File: src/rtl/scoreboard_ctrl.sv
// scoreboard_ctrl: debounces five score buttons, keeps two saturating BCD
// team scores and drives the digit, point, blanking and scan outputs.
`default_nettype none

module scoreboard_ctrl #(
  parameter logic [19:0] DEB_CYCLES = 20'd500000,
  parameter int          SCAN_DIV   = 16
) (
  input  logic        clk,
  input  logic        rst_n,
  input  logic        btn_a_inc,
  input  logic        btn_a_dec,
  input  logic        btn_b_inc,
  input  logic        btn_b_dec,
  input  logic        btn_clr,
  output logic [15:0] Hexs,
  output logic [3:0]  point,
  output logic [3:0]  LES,
  output logic [1:0]  Scan
);

  localparam int BTN_N = 5;

  logic [BTN_N-1:0] btn_raw;
  logic [BTN_N-1:0] pulse;

  assign btn_raw = {btn_clr, btn_b_dec, btn_b_inc, btn_a_dec, btn_a_inc};

  generate
    for (genvar i = 0; i < BTN_N; i++) begin : g_btn
      logic        sync1;
      logic        sync2;
      logic        deb;
      logic        deb_d;
      logic [19:0] cnt;

      always_ff @(posedge clk or negedge rst_n) begin
        if (!rst_n) begin
          sync1 <= 1'b0;
          sync2 <= 1'b0;
          deb   <= 1'b0;
          deb_d <= 1'b0;
          cnt   <= '0;
        end else begin
          sync1 <= btn_raw[i];
          sync2 <= sync1;
          deb_d <= deb;
          // a single cycle of agreement restarts the stability count
          if (sync2 == deb) begin
            cnt <= '0;
          end else if (cnt == DEB_CYCLES - 20'd1) begin
            deb <= sync2;
            cnt <= '0;
          end else begin
            cnt <= cnt + 20'd1;
          end
        end
      end

      assign pulse[i] = deb & ~deb_d;
    end
  endgenerate

  function automatic logic [7:0] bcd_inc(input logic [7:0] v);
    if (v == 8'h99)            return v;
    else if (v[3:0] == 4'd9)   return {v[7:4] + 4'd1, 4'd0};
    else                       return {v[7:4], v[3:0] + 4'd1};
  endfunction

  function automatic logic [7:0] bcd_dec(input logic [7:0] v);
    if (v == 8'h00)            return v;
    else if (v[3:0] == 4'd0)   return {v[7:4] - 4'd1, 4'd9};
    else                       return {v[7:4], v[3:0] - 4'd1};
  endfunction

  logic [7:0] score_a, score_b;
  logic [7:0] score_a_nxt, score_b_nxt;

  always_comb begin
    score_a_nxt = score_a;
    score_b_nxt = score_b;
    if (pulse[4]) begin
      score_a_nxt = 8'h00;
      score_b_nxt = 8'h00;
    end else begin
      if (pulse[0] && !pulse[1])      score_a_nxt = bcd_inc(score_a);
      else if (pulse[1] && !pulse[0]) score_a_nxt = bcd_dec(score_a);
      if (pulse[2] && !pulse[3])      score_b_nxt = bcd_inc(score_b);
      else if (pulse[3] && !pulse[2]) score_b_nxt = bcd_dec(score_b);
    end
  end

  always_ff @(posedge clk or negedge rst_n) begin
    if (!rst_n) begin
      score_a <= 8'h00;
      score_b <= 8'h00;
      LES     <= 4'b1010;
    end else begin
      score_a <= score_a_nxt;
      score_b <= score_b_nxt;
      // blanking tracks the new tens digits so it lands with the scores
      LES     <= {score_a_nxt[7:4] == 4'd0, 1'b0, score_b_nxt[7:4] == 4'd0, 1'b0};
    end
  end

  logic [SCAN_DIV+1:0] scan_cnt;

  always_ff @(posedge clk or negedge rst_n) begin
    if (!rst_n) scan_cnt <= '0;
    else        scan_cnt <= scan_cnt + {{(SCAN_DIV+1){1'b0}}, 1'b1};
  end

  assign Hexs  = {score_a, score_b};
  assign point = 4'b0100;
  assign Scan  = scan_cnt[SCAN_DIV+1:SCAN_DIV];

endmodule

`default_nettype wire

File: config.mk
export PLATFORM = sky130hd
export DESIGN_NAME = scoreboard_ctrl
export DESIGN_NICKNAME = d
export VERILOG_FILES = /design/src/rtl/scoreboard_ctrl.sv
export SDC_FILE = /design/constraint.sdc
export NUM_CORES = 1
export LEC_CHECK = 0
export CORE_MARGIN = 2
export CORE_UTILIZATION = 58
export DETAILED_ROUTE_END_ITERATION = 12
export DONT_BUFFER_PORTS = 1
export PLACE_DENSITY = 0.8
export SLEW_MARGIN = 20
export SYNTH_ARGS = -nofsm -noshare
export SYNTH_HDL_FRONTEND = slang
export SYNTH_SLANG_ARGS = --single-unit
File: constraint.sdc
create_clock -name clk -period 2.2 [get_ports clk]
set_input_delay 0.55 -clock clk [delete_from_list [all_inputs] [get_ports clk]]
set_output_delay 0.55 -clock clk [all_outputs]
set_load 0.005 [all_outputs]
==> qor.yml, run 1 <==
core_um2: 13100
die_y_um: 119
critPathCaptureType: "flop"
layout-drive-gt1-share_pct: 9.70
numCtsBuffers: 17
cts-htree-levels: 4
cp-startpoint: "score_b[1]"
postRouteAntennaNets: 0
wl_mm: 14.7
fin_nets: 816
cap_violations: 0
fin_crit_sh_pct: 96.5
final_max_slew_viol_count: 0
regToRegStartpoint: "score_b[1]"
finalClockSkew_ps: 6.93
clock_latency_ps: 420
hold_path.class: "in -> async"
top_usage_layer: "met2"
drc: 0
switching_share_pct: 21.7
synth_cells: 775
total_power_mw: 5.81
grt_max_degree: 157
synthArstFlopShare_pct: 100
drt_iter0_drc: 530
comb_power_share_pct: 1.4
slowest_stage: "or4_4"
crit_fanout: 4
timing.final.ws_setup_ps: 77.2
synth_area_per_cell_um2: 9.95
slowest_delay_ps: 550
clockBufferDepth: 2
rsz0062_at_grt: "true"
netlist_area_um2: 7710
pin_count: 33
grtUsageTotal_pct: 22.1
pwr-share-seq_pct: 50.3
holdWs_ps: -167
ys_seq_area_share_pct: 50.6
p_leak_nw: 3.64
use_met2_pct: 36.7
ys_ff_latch: 156
cts_tree: "built"
grt_pass1_wl_mm: 25.7
drt_first_pass_iters: 5
yosysWarnings: 0
finalInstanceArea_um2: 8560
grt_use_met3_pct: 4.45
fmax_ghz: 0.471
final_common_cell: "dfrtp_1"
worst_pin_slew_ps: 653
cts.sinks: 156
maxSlewHeadroom_pct: 56.1
synthDistinctLibCells: 59
dp_slack_ps: -6.44
critPathArrivalTime_ps: 2450
grt_pass1_vias: 5587
vias: 5570
startpoint_type: "flop"
n_antenna_cell: 0
placed_cell_area_um2: 7940
critPathKind: "reg -> reg"
syn_to_final_growth_pct: 11.0
via_per_inst: 5.68
critPathRequiredTime_ps: 2530
antenna_found_initial: 0
p_clk_share_pct: 48.2
internal_power_mw: 4.55
status: "finished with violations"
port_buffers: 0
die_x_um: 119
p_switching_mw: 1.26
powerDensity_nw_per_um2: 679
finalSetupTns_ps: 0
crit_family: "simple AND/OR/NAND/NOR gates"
finalHoldViolCount: 154
synthFlopType: "dfrtp_1"
critPathBufInv: 1
clk_pin_slew_ps: 60
post_drt_wl_per_cell_um: 15.0
initial_core_util_pct: 58.7
overflow: 0
num_rows: 42
setup_viol: 0
grt_use_met1_pct: 28.8
die_area_um2: 14200
failed_checks: "hold timing"
hpwlAfterDp_mm: 9.67
peakVddDrop_mv: 0.433
synth-edff-count: 0
root_buffer: "clkbuf_16"
finalCriticalPeriod_ps: 2120
gp_congestion: 0.896
path_cells: "inv_2, ha_4, or3b_4, or4_4, a21oi_2, nor3_1, nor4_2"
final_cell_mix: "dfrtp_1 (154), nor2_1 (132), xnor2_1 (69), nand2_1 (58), xor2_1 (42)"
-- kinds of logic after synthesis --
group	share of synthesized area (%)
AOI/OAI and AO/OA	4.15
xor gates and xnor gates	12.6
adders and majority gates	2.92
buffers and inverters	2.84
DFF	50.6
muxes	1.25
other	0.0974
and+or+nand+nor	25.5
-- worst reg2reg max path: stages, from the launching register on --
cell	delay, ps
dfrtp_1	400
inv_2	100
ha_4	140
or3b_4	390
or4_4	550
a21oi_2	150
nor3_1	90
nor4_2	210
-- registers in the layout, indices dropped and copies added (netlist names) --
register and flops:
g_btn.cnt 100, scan_cnt 18, score_a 8, score_b 8
g_btn.deb 5, g_btn.deb_d 5, g_btn.sync1 5, g_btn.sync2 5
LES 2
-- through the flow --
| stage | instances | utilization (%) |
|---|---|---|
| after global placement | 948 | 60.4 |
| after CTS | 980 | 64.8 |
| after global routing | 980 | 65.2 |
| after floorplan | 779 | - |
| final | 980 | 65.2 |
| after detailed placement | 948 | 60.4 |
-- cells in the mapped netlist (3+ instances only) --
cell type,number,share of area (%)
a211oi_1,5,0.49
a21oi_1,9,0.58
a311oi_1,3,0.34
and2_1,4,0.32
and3_1,16,1.3
and3b_1,4,0.45
and4_1,10,1.1
buf_2,6,0.39
buf_4,8,0.78
clkbuf_1,6,0.29
dfrtp_1,154,50
ha_1,18,2.9
inv_1,24,1.2
mux2_2,5,0.73
mux2i_1,4,0.52
nand2_1,58,2.8
nand2b_1,5,0.41
nand3_1,38,2.5
nand4_1,25,2.0
nor2_1,132,6.4
nor2b_1,8,0.65
nor3_1,30,1.9
nor3b_1,5,0.49
nor4_1,25,2.0
o21ai_0,5,0.32
or2_2,8,0.65
or3_1,9,0.73
xnor2_1,69,7.8
xor2_1,42,4.8
-- final timing paths --
check	to	slack [ps]	cells after the start
max	LES[1]	80	7
min in group clk	g_btn[1].sync1	150	0
min reg2reg	g_btn[4].sync2	350	0
max reg2reg	LES[1]	80	7
min	g_btn[3].cnt[18]	-170	0
max in group asynchronous	LES[3]	2060	0
-- repair_timing --
action,CTS,global route
gates cloned,0,0
pin swaps,1,2
setup endpoints to repair,2,30
hold endpoints to repair,156,155
gates resized for setup,3,8
setup buffers,0,0
-- routing by layer --
metal	up-vias	wire (um)
met3	15	576
met4	0	219
met1	2744	6590
li1	2687	-
met5	-	0
met2	124	7340
-- power by group through the flow --
stage / sequential (mW) / combinational (mW) / clock, mW
2_1_floorplan: 2.97 / 0.0792 / 0
4_1_cts: 2.93 / 0.0827 / 2.85
3_5_place_dp: 2.98 / 0.0815 / 0
3_3_place_gp: 2.98 / 0.0768 / 0
5_1_grt: 2.93 / 0.0962 / 2.99
6_report: 2.93 / 0.0828 / 2.80
-- layout make-up --
type / count / area [um2]
clock inverters: 12 / 116
repair buffers: 15 / 113
flip-flops and latches: 156 / 3910
multi-input cells: 577 / 3660
well taps: 176 / 220
clock buffers: 20 / 457
fillers: 998 / 4580
inverters: 24 / 90.1
No activity file was read; power rests on OpenSTA's default activity.
==> run 2: changes to the inputs <==
CTS_BUF_LIST = sky130_fd_sc_hd__clkbuf_16   (was unset)
TNS_END_PERCENT = 30   (was unset)
==> run 2 against run 1 <==
Against the previous run: the run still ends with hold timing left; final area fell by 0.23%; core utilization shrank 0.15 points; worst setup slack worse by 10 ps; routed wire length down 0.50%; highest routed layer unchanged; largest cell class unchanged; die area unchanged; via count is 0.23% lower; total power is 1.4% lower.
==> qor.yml, run 2 (synthesis gave the netlist of run 1 again) <==
die_area_um2: 14200  # unchanged
via_per_inst: 5.67  # -0.23%
fmax_ghz: 0.469  # -0.47%
final_common_cell: "dfrtp_1"
largest_reg_flops: 100  # unchanged
dp_cells: 948  # unchanged
startpoint_type: "flop"
ff2ff_path_depth: 7  # unchanged
setup_viol: 0  # unchanged
powerDensity_nw_per_um2: 671  # -1.1%
fin_nets: 816  # unchanged
post_drt_wl_per_cell_um: 14.9  # -0.50%
finalCriticalPeriod_ps: 2130  # +10.0 ps
initial_core_util_pct: 58.7  # unchanged
die_y_um: 119  # unchanged
port_buffers: 0  # unchanged
worst_pin_slew_ps: 648  # -4.89 ps
wl_mm: 14.6  # -0.50%
dp_slack_ps: -6.44  # unchanged
postRouteAntennaNets: 0  # unchanged
grt_pass1_wl_mm: 25.6  # -0.38%
critPathCaptureType: "flop"
cts-htree-levels: 4  # unchanged
drc: 0  # unchanged
layout-drive-gt1-share_pct: 9.45  # -0.25 points
grtUsageTotal_pct: 22.0  # -0.12 points
grt_pass1_vias: 5551  # -0.64%
cts.sinks: 156  # unchanged
vias: 5557  # -0.23%
n_antenna_cell: 0  # unchanged
top_regs: "g_btn.cnt (100), scan_cnt (18)"
num_rows: 42  # unchanged
timing.final.ws_setup_ps: 67.2  # -10.0 ps
root_buffer: "clkbuf_16"
finalClockSkew_ps: 8.71  # +1.78 ps
grt_max_degree: 157  # unchanged
final_max_slew_viol_count: 0  # unchanged
clk_pin_slew_ps: 60  # about the same
post-cts-setup-buffers: 0  # unchanged
p_leak_nw: 3.63  # -0.19%
hpwlAfterDp_mm: 9.67  # unchanged
rsz0062_at_grt: "true"
status: "finished with violations"
drt_first_pass_iters: 5  # unchanged
critPathRequiredTime_ps: 2530  # about the same
cts_tree: "built"
holdWs_ps: -164  # +2.32 ps
finalInstanceArea_um2: 8540  # -0.23%
top_register: "g_btn.cnt"
core_um2: 13100  # unchanged
final_cell_mix: "dfrtp_1 (154), nor2_1 (132), xnor2_1 (69), nand2_1 (58), xor2_1 (42)"
total_power_mw: 5.73  # -1.4%
failed_checks: "hold timing"
syn_to_final_growth_pct: 10.7
pin_count: 33  # unchanged
clock_latency_ps: 420  # about the same
drt_iter0_drc: 490  # -7.5%
finalHoldViolCount: 154  # unchanged
antenna_found_initial: 0  # unchanged
gp_congestion: 0.896  # unchanged
path_cells: "inv_2, ha_4, or3b_4, or4_4, a21oi_2, nor3_1, nor4_2"
instances_no_fill: 980  # unchanged
maxSlewHeadroom_pct: 56.4  # +0.33 points
cap_violations: 0  # unchanged
overflow: 0  # unchanged
critPathKind: "reg -> reg"
placed_cell_area_um2: 7940  # unchanged
crit_fanout: 4  # unchanged
slowest_stage: "or4_4"
clockBufferDepth: 2  # unchanged
slowest_delay_ps: 550  # about the same
numCtsBuffers: 17  # unchanged
fin_crit_sh_pct: 96.9  # +0.45 points
die_x_um: 119  # unchanged
hold_path.class: "in -> async"
critPathArrivalTime_ps: 2460  # about the same
peakVddDrop_mv: 0.432  # -0.30%
[run 2: final cells by class]
cell class	instances	area [um2]
inverters	24	90.1
repair buffers	15	113
flip-flops and latches	156	3910
fillers	1008	4600
multi-input cells	577	3660
clock inverters	15	128
clock buffers	17	425
well taps	176	220
[run 2: worst max-delay path: cells and delay by family (launching register included)]
family | cells | cell delay, ps
AOI/OAI and AO/OA | 1 | 160
adders and majority gates | 1 | 140
buffers and inverters | 1 | 100
DFF | 1 | 400
and+or+nand+nor | 4 | 1240
[run 2: timing repair]
action,in CTS,in global routing
cloned,0,0
endpoints found under the setup margin,2,29
pin swaps,0,1
hold endpoints to repair,156,156
gates resized for setup,1,10
[run 2: final timing paths]
path	to	slack (ps)	from
max in group asynchronous	LES[1]	2030	rst_n
worst min-delay path	g_btn[3].cnt[18]	-160	rst_n
worst min register to register	g_btn[4].sync2	350	g_btn[4].sync1
worst max register to register	LES[1]	70	score_b[1]
worst max-delay path	LES[1]	70	score_b[1]
min in group clk	g_btn[2].sync1	160	btn_b_inc
[run 2: metrics by stage]
step	utilization [%]	TNS, ps
2_1_floorplan	-	0
3_3_place_gp	60.4	0
3_5_place_dp	60.4	-11.1
4_1_cts	64.6	-25.0
5_1_grt	65.0	-43.4
6_report	65.0	0
[run 2: power by group]
part	switching, mW	leakage [nW]	total, mW	internal [mW]
clock	1.18	0.258	2.72	1.55
combinational	0.0539	1.25	0.0826	0.0287
sequential	0.0261	2.12	2.93	2.90
total	1.26	3.63	5.73	4.48
[run 2: routing by layer]
layer,share of wire [%],global-route usage (%)
met5,0,0
met4,1.8,8.53
met3,3.5,4.45
met2,50,36.7
met1,45,28.5
==> run 3: changes to the inputs <==
SETUP_SLACK_MARGIN = 0.3   (was unset)
==> run 3 against run 2 <==
Against the previous run: the run still ends with hold timing left; count of clock-buffer cells in the layout unchanged; fmax is 0.35% lower; cell count up 2.1%; sequential power hardly changed; routed wire length grew 12%; die area stayed put; first-iteration DRC count decreased by 3.7%; core utilization rose by 3.7 points; critical path type unchanged; largest cell class is now multi-input combinational cells.
==> qor.yml, run 3 (synthesis gave the netlist of run 1 again) <==
antenna_found_initial: 0  # unchanged
die_y_um: 119  # unchanged
setup_viol: 0  # unchanged
gp_congestion: 0.854  # -4.7%
startpoint_type: "flop"
drt_iter0_drc: 472  # -3.7%
grt_pass1_wl_mm: 26.5  # +3.7%
largest_reg_flops: 100  # unchanged
final_common_cell: "dfrtp_1"
finalHoldViolCount: 155  # +0.65%
crit_fanout: 4  # unchanged
fill_cells: 928  # -7.9%
critPathRequiredTime_ps: 2540  # about the same
die_area_um2: 14200  # unchanged
pwr-share-seq_pct: 49.7  # -1.3 points
die_x_um: 119  # unchanged
p_switching_mw: 1.29  # +2.5%
worst_pin_slew_ps: 558  # -89.3 ps
layout-drive-gt1-share_pct: 16.4  # +6.9 points
grtUsageTotal_pct: 23.2  # +1.1 points
hpwlAfterDp_mm: 9.85  # +1.9%
via_per_inst: 5.84  # +3.0%
vias: 5848  # +5.2%
wl_mm: 16.3  # +12%
drt_first_pass_iters: 8  # +3
fmax_ghz: 0.467  # -0.35%
holdWs_ps: -182  # -17.5 ps
internal_power_mw: 4.60  # +2.7%
postRouteAntennaNets: 0  # unchanged
cap_violations: 0  # unchanged
cts.sinks: 156  # unchanged
syn_to_final_growth_pct: 17.0
post_drt_wl_per_cell_um: 16.3  # +9.3%
root_buffer: "clkbuf_16"
clockBufferDepth: 2  # unchanged
num_rows: 42  # unchanged
fin_crit_sh_pct: 97.3  # +0.34 points
top_regs: "g_btn.cnt (100), scan_cnt (18)"
powerDensity_nw_per_um2: 652  # -2.9%
critPathKind: "reg -> reg"
numCtsBuffers: 17  # unchanged
clk_pin_slew_ps: 60  # about the same
critPathCaptureType: "flop"
drc: 0  # unchanged
failed_checks: "hold timing"
critPathArrivalTime_ps: 2480  # +20 ps
core_um2: 13100  # unchanged
port_buffers: 0  # unchanged
n_antenna_cell: 0  # unchanged
p_leak_nw: 3.84  # +5.7%
p_clk_share_pct: 48.8  # +1.3 points
fin_nets: 837  # +2.6%
switching_share_pct: 21.9  # -0.044 points
peakVddDrop_mv: 0.814  # +89%
grt_max_degree: 157  # unchanged
initial_core_util_pct: 58.7  # unchanged
comb_power_share_pct: 1.5  # about the same
cts_tree: "built"
clock_latency_ps: 430  # about the same
grt_pass1_vias: 5822  # +4.9%
instances_no_fill: 1001  # +2.1%
pin_count: 33  # unchanged
dp_cells: 949  # +0.11%
overflow: 0  # unchanged
top_register: "g_btn.cnt"
maxSlewHeadroom_pct: 62.7  # +6.3 points
status: "finished with violations"
final_cell_mix: "dfrtp_1 (149), nor2_1 (131), xnor2_1 (69), nand2_1 (57), xor2_1 (42)"
finalClockSkew_ps: 6.95  # -1.76 ps
hold_path.class: "in -> async"
rsz0062_at_grt: "true"
final_max_slew_viol_count: 0  # unchanged
finalCriticalPeriod_ps: 2140  # +7.43 ps
cts-htree-levels: 4  # unchanged
-- run 3: final timing paths --
path	slack [ps]	startpoint	cells past startpoint	to
worst max-delay path	60	score_b[0]	7	LES[1]
worst min-delay path	-180	rst_n	0	scan_cnt[11]
worst max register to register	60	score_b[0]	7	LES[1]
worst min register to register	350	g_btn[3].sync1	0	g_btn[3].sync2
max in group asynchronous	2130	rst_n	0	LES[3]
min in group clk	140	btn_a_inc	0	g_btn[0].sync1
-- run 3: stage by stage --
stage	util, %	TNS, ps	setup slack [ps]	cell area, um2	power, mW
after floorplan	-	0	156	7750	3.05
after global placement	60.6	0	179	7970	3.05
after detailed placement	60.6	0	114	7970	3.06
after CTS	66.3	0	86.9	8720	5.92
after global routing	68.7	-35.1	-35.1	9030	6.06
final	68.7	0	59.8	9030	5.89
-- run 3: worst max-delay path, stage by stage, from the launching register on --
cell and delay, ps:
dfrtp_2 400, inv_2 90, ha_4 140, or3b_4 410, or4_4 540, o211ai_1 140
a21oi_2 110, nor4_2 220
-- run 3: power groups by stage --
stage / Combinational, mW / Sequential [mW] / Clock (mW)
finish: 0.0881 / 2.93 / 2.87
global route: 0.101 / 2.93 / 3.03
CTS: 0.0862 / 2.93 / 2.90
detailed placement: 0.0820 / 2.98 / 0
global placement: 0.0771 / 2.98 / 0
floorplan: 0.0792 / 2.97 / 0
-- run 3: final cells by class --
| type | instances | area, um2 | area share (%) |
|---|---|---|---|
| Sequential cell | 156 | 3910 | 43.3 |
| Clock inverter | 15 | 149 | 1.65 |
| Inverter | 24 | 90.1 | 0.998 |
| Multi-Input combinational cell | 579 | 3960 | 43.9 |
| Tap cell | 176 | 220 | 2.44 |
| Clock buffer | 17 | 425 | 4.71 |
| Timing Repair Buffer | 34 | 268 | 2.97 |
-- run 3: routing by layer --
layer / up-vias / GRT usage (%) / routed length [um]
li1: 2728 / - / -
met4: 0 / 9.12 / 403
met1: 2920 / 29.2 / 7000
met5: - / 0 / 0
met3: 48 / 7.04 / 721
met2: 152 / 37.6 / 8230
-- run 3: timing repair --
item,4_1_cts,5_1_grt
setup endpoints to repair,92,90
resized for setup,21,43
pin swaps,8,17
hold endpoints to repair,156,155
gates cloned,1,1
buffers inserted,8,10
